===== src/rtl/ct_arb_pkg.sv =====
// ct_arb_pkg: shared widths, defaults and state encoding for the ciphertext arbiter
package ct_arb_pkg;
    localparam int NUM_REQ_DEF = 2;
    localparam int AW = 8;
    localparam int DW = 8;
    localparam logic [7:0] BURST_MAX_DEF = 8'd255;
    typedef enum logic {IDLE, BURST} state_t;
endpackage


===== src/rtl/ct_arbiter_rr_pick.sv =====
// rr_pick: combinational round-robin pick, first requester at or after ptr wins
module rr_pick #(
    parameter int N  = 2,
    parameter int IW = 1
) (
    input  logic [N-1:0]  req,
    input  logic [IW-1:0] ptr,
    output logic [N-1:0]  win,
    output logic [IW-1:0] idx
);
    // scan from farthest to nearest so the requester closest to ptr is assigned last
    always_comb begin
        win = '0;
        idx = '0;
        for (int k = N - 1; k >= 0; k--) begin
            if (req[(int'(ptr) + k) % N]) begin
                win = '0;
                win[(int'(ptr) + k) % N] = 1'b1;
                idx = IW'((int'(ptr) + k) % N);
            end
        end
    end
endmodule


===== src/rtl/ct_arbiter.sv =====
// ct_arbiter: round-robin / burst-lock arbiter sharing one ciphertext RAM between cores
module ct_arbiter
    import ct_arb_pkg::*;
#(
    parameter int         NUM_REQ   = NUM_REQ_DEF,
    parameter logic [7:0] BURST_MAX = BURST_MAX_DEF
) (
    input  logic                         clk,
    input  logic                         rst,
    input  logic [NUM_REQ-1:0]           req,
    input  logic [NUM_REQ-1:0]           lock,
    input  logic [NUM_REQ-1:0][AW-1:0]   addr,
    output logic [NUM_REQ-1:0]           gnt,
    output logic [NUM_REQ-1:0]           rvalid,
    output logic [NUM_REQ-1:0][DW-1:0]   rddata,
    output logic [AW-1:0]                ct_addr,
    input  logic [DW-1:0]                ct_rddata
);
    localparam int IW = NUM_REQ > 1 ? $clog2(NUM_REQ) : 1;
    state_t state_q, state_d;
    logic [IW-1:0] owner_q, owner_d, ptr_q, ptr_d, win_idx, g_idx;
    logic [7:0] cnt_q, cnt_d;
    logic [AW-1:0] addr_q;
    logic [NUM_REQ-1:0] win;
    logic [NUM_REQ-1:0][DW-1:0] data_q;

    function automatic logic [IW-1:0] inc(input logic [IW-1:0] i);
        return (int'(i) == NUM_REQ - 1) ? '0 : i + 1'b1;
    endfunction

    rr_pick #(.N(NUM_REQ), .IW(IW)) u_pick (
        .req(req),
        .ptr(ptr_q),
        .win(win),
        .idx(win_idx)
    );

    // next state and grant; grant is killed combinationally while reset is high
    always_comb begin
        state_d = state_q;
        owner_d = owner_q;
        ptr_d   = ptr_q;
        cnt_d   = cnt_q;
        gnt     = '0;
        g_idx   = win_idx;
        if (state_q == IDLE) begin
            gnt = win;
            if (|win) begin
                ptr_d = inc(win_idx);
                if (lock[win_idx] && BURST_MAX != 8'd1) begin
                    state_d = BURST;
                    owner_d = win_idx;
                    cnt_d   = 8'd1;
                end
            end
        end else begin
            g_idx = owner_q;
            if (req[owner_q]) begin
                gnt[owner_q] = 1'b1;
                cnt_d = cnt_q + 8'd1;
            end
            if (!lock[owner_q] || (req[owner_q] && cnt_q + 8'd1 == BURST_MAX)) begin
                state_d = IDLE;
                cnt_d   = 8'd0;
            end
        end
        if (rst) gnt = '0;
    end

    assign ct_addr = |gnt ? addr[g_idx] : addr_q;

    // returned byte is visible in the rvalid cycle, then held until the next one
    always_comb begin
        for (int i = 0; i < NUM_REQ; i++) rddata[i] = rvalid[i] ? ct_rddata : data_q[i];
    end

    // state, pointer, held address and read-return registers
    always_ff @(posedge clk or posedge rst) begin
        if (rst) begin
            state_q <= IDLE;
            owner_q <= '0;
            ptr_q   <= '0;
            cnt_q   <= '0;
            addr_q  <= '0;
            rvalid  <= '0;
            data_q  <= '0;
        end else begin
            state_q <= state_d;
            owner_q <= owner_d;
            ptr_q   <= ptr_d;
            cnt_q   <= cnt_d;
            addr_q  <= ct_addr;
            rvalid  <= gnt;
            for (int i = 0; i < NUM_REQ; i++) if (rvalid[i]) data_q[i] <= ct_rddata;
        end
    end
endmodule


===== config.mk =====
export PLATFORM = sky130hd
export DESIGN_NAME = ct_arbiter
export DESIGN_NICKNAME = d
export VERILOG_FILES = /design/src/rtl/ct_arb_pkg.sv /design/src/rtl/ct_arbiter_rr_pick.sv /design/src/rtl/ct_arbiter.sv
export SDC_FILE = /design/constraint.sdc
export NUM_CORES = 1
export LEC_CHECK = 0
export ABC_AREA = 1
export BUFFER_PORTS_ARGS = -buffer_cell sky130_fd_sc_hd__buf_2
export CAP_MARGIN = 40
export CELL_PAD_IN_SITES_DETAIL_PLACEMENT = 0
export CELL_PAD_IN_SITES_GLOBAL_PLACEMENT = 1
export CORE_MARGIN = 4
export CORE_UTILIZATION = 37
export DETAILED_ROUTE_END_ITERATION = 7
export PLACE_DENSITY_LB_ADDON = 0.1
export SKIP_CTS_REPAIR_TIMING = 1
export SYNTH_ARGS = -nofsm -noshare
export SYNTH_HDL_FRONTEND = slang
export SYNTH_SLANG_ARGS = --single-unit

===== constraint.sdc =====
create_clock -name clk -period 2.3 [get_ports clk]
set_clock_uncertainty 0.05 [all_clocks]
set_input_delay 0.115 -clock clk [delete_from_list [all_inputs] [get_ports clk]]
set_output_delay 0.115 -clock clk [all_outputs]
set_load 0.02 [all_outputs]

==> impl_metrics.ini <==
[status]
status = finished, final reports clean

[timing]
setup_ws_ns = 0.2386
period_share_pct = 89.63
setup_tns_ns = 0
final-hold-violation-count = 0
period_needed_ns = 2.061
worst_pin_slew_ns = 0.4052
max_slew_margin_pct = 72.70
fmax_mhz = 485.1
slew_viol_final = 0
rsz0062_at_grt = no
final-setup-viol-count = 0

[final_layout]
fillers = 505
fin_area_um2 = 2381
antenna_cells = 0
drive_above_1_share_pct = 37.13
nNetsFinal = 303
area_growth_syn_to_layout_pct = 27.29

[power_and_ir_drop]
total_power_mw = 3.234
power_density_nw_per_um2 = 1358
p_sw_share_pct = 41.54
switchingPower_mw = 1.343
ir_drop_mv = 0.4731
p_int_mw = 1.891
p_leak_nw = 1.243
seqPwrFrac_pct = 32.6
clkPwrFrac_pct = 20.5
combinationalPowerShare_pct = 46.9

[cts]
cts_max_path_buffers = 2
clk_latency_ns = 0.29
cts_tree = done
htreeDepth = 2
cts_sinks = 37
clk_pin_slew_ns = 0.08
cts_buffers = 5
root_buffer = clkbuf_8

[global_routing]
grt.overflow.total = 0
gr-usage-all-layers_pct = 14.25
antenna_found_initial = 0
grt_pass1_vias = 1491
grt_max_degree = 27
grt_pass1_wl_um = 7031

[synth]
syn_inst = 208
syn_area_um2 = 1871
synth_edf_count = 0
synthAdderAreaFrac_pct = 1.338
syn_nets = 240
synth.distinct_cells = 22
synth_compound_area_share_pct = 5.017
avgSynthCellArea_um2 = 8.993
yosysSeqAreaShare_pct = 49.50
yosysWarnings = 0
synth_top_family_by_area = simple AND/OR/NAND/NOR gates
async_flop_share_pct = 100.0
synthMuxAreaShare_pct = 9.632
synth_ff_type = dfrtp_1
synthXorXnorAreaFrac_pct = 0.9365
ys_ff_latch = 37
synth_simple_gate_area_share_pct = 27.29

[floorplanning]
fp.dieH_um = 79.10
design.die.area_um2 = 6257
rows = 25
start_util_pct = 38.83
chipWidth_um = 79.10
ioPinCount = 58
core_area_um2 = 4817

[placed_design]
numPortBuffers = 57
dpl_cell_area_um2 = 2232
detailed_place_hpwl_um = 3206
dp_slack_ns = 0.4609
place.gp.congestion = 0.7396

[drt]
via_count = 1528
first_pass_iters = 4
drt-total-wl_um = 4157
postRouteAntennaNets = 0
viasPerCell = 4.507
wl_per_cell_um = 12.26
drt_iter0_markers = 27
drc = 0

[setup_path]
path_class = flop to output port
arrival_ns = 1.90
required_ns = 2.13
crit_path_max_fanout = 16
ff2ff_setup_slack_ns = 0.45
end_kind = output port
r2r_end = cnt_q[2]$_DFFE_PP0P_
reg2reg_depth = 10
r2r_start = cnt_q[0]$_DFFE_PP0P_
startpoint_type = flop

[hold_path]
min_from = ct_rddata[3]
hp-class = input port to flop
holdPathStages = 2
holdPathEnd = data_q[3]$_DFF_PP0_

[flow_run]
cap_violations = 0
## per-layer routing
| layer | track usage (%) | part of all wire [%] | vias to the layer above |
|---|---|---|---|
| met5 | 0 | 0 | - |
| met4 | 4.124 | 0.60 | 0 |
| met3 | 4.308 | 5.8 | 2 |
| met2 | 22.73 | 47 | 32 |
| met1 | 18.71 | 47 | 694 |
| li1 | - | - | 800 |
## layout by cell type (no fill, tap or decap), drive strengths merged
master	instances
a21boi	1
dfrtp	37
buf	60
nand3	17
bufinv	2
clkbuf	5
clkinv	2
o21ai	5
a31oi	8
dlygate4sd3	1
inv	22
mux2	16
nand2	67
xnor2	2
nand4	8
ha	2
nor2	17
## flip-flops by register name, summed over array words and instances, names as in the netlist
signal and cells:
addr_q 8, ptr_q 1, owner_q 1, rvalid 2
cnt_q 8, data_q 16, state_q 1
## power groups by stage
stage                     clock, mW  combinational, mW  sequential [mW]
after global routing          0.716               1.69             1.09
after floorplan                   0               1.12             1.02
after detailed placement          0               1.53             1.07
after global placement            0               1.54             1.07
final                         0.663               1.52             1.06
after CTS                     0.690               1.54             1.06
## synthesized netlist by cell type, types with 4 or more instances
master | n | area share [%]
nand2_1 | 57 | 11
dfrtp_1 | 37 | 49
inv_1 | 22 | 4.4
mux2_2 | 16 | 9.6
nand3_1 | 16 | 4.3
nor2_1 | 13 | 2.6
a31oi_1 | 8 | 2.7
nand2_2 | 8 | 2.7
nand4_1 | 8 | 2.7
o21ai_0 | 4 | 1.1
## layout make-up
| cell class | count | area, um^2 | share of cell area, % |
|---|---|---|---|
| Clock buffer | 5 | 68.82 | 2.890 |
| Clock inverter | 3 | 65.06 | 2.733 |
| Inverter | 23 | 87.58 | 3.678 |
| Multi-Input combinational cell | 143 | 832.0 | 34.94 |
| Sequential cell | 37 | 925.9 | 38.89 |
| Tap cell | 67 | 83.83 | 3.521 |
| Timing Repair Buffer | 61 | 317.8 | 13.35 |
## kinds of logic (layout without fill, tap and decap cells)
logic type / Yosys count / after routing
AOI/OAI and AO/OA: 14 / 14
xor gates and xnor gates: 2 / 2
adders and majority gates: 2 / 2
buffers and inverters: 28 / 92
DFF: 37 / 37
muxes: 16 / 16
and+or+nand+nor: 109 / 109
## per-stage QoR
| stage | std cells | util [%] | hold WS [ns] |
|---|---|---|---|
| 3_3_place_gp | 330 | 46.34 | 0.1596 |
| 5_1_grt | 339 | 49.43 | 0.03184 |
| 3_5_place_dp | 330 | 46.34 | 0.1495 |
| 6_report | 339 | 49.43 | 0.03577 |
| 2_1_floorplan | 208 | - | 0.2295 |
| 4_1_cts | 338 | 49.12 | -0.1690 |
## how the worst max path moves through the flow
stage,start,endpoint,slack [ns]
detailed placement,cnt_q[0]$_DFFE_PP0P_,cnt_q[3]$_DFFE_PP0P_,0.46
finish,state_q$_DFF_PP0_,ct_addr[7],0.24
floorplan,rst,addr_q[5]$_DFF_PP0_,0.14
global route,state_q$_DFF_PP0_,ct_addr[1],0.02
global placement,ptr_q$_DFFE_PP0P_,ct_addr[7],0.51
CTS,state_q$_DFF_PP0_,ct_addr[7],0.18
## worst max-delay path, stage by stage, from the launching register on
cell     delay [ns]
dfrtp_1        0.45
inv_1          0.15
nand2_2        0.19
nand3_1        0.17
nand2_4        0.19
nor2_1         0.06
a31oi_1        0.20
buf_2          0.21
No activity file was read; power rests on OpenSTA's default activity.
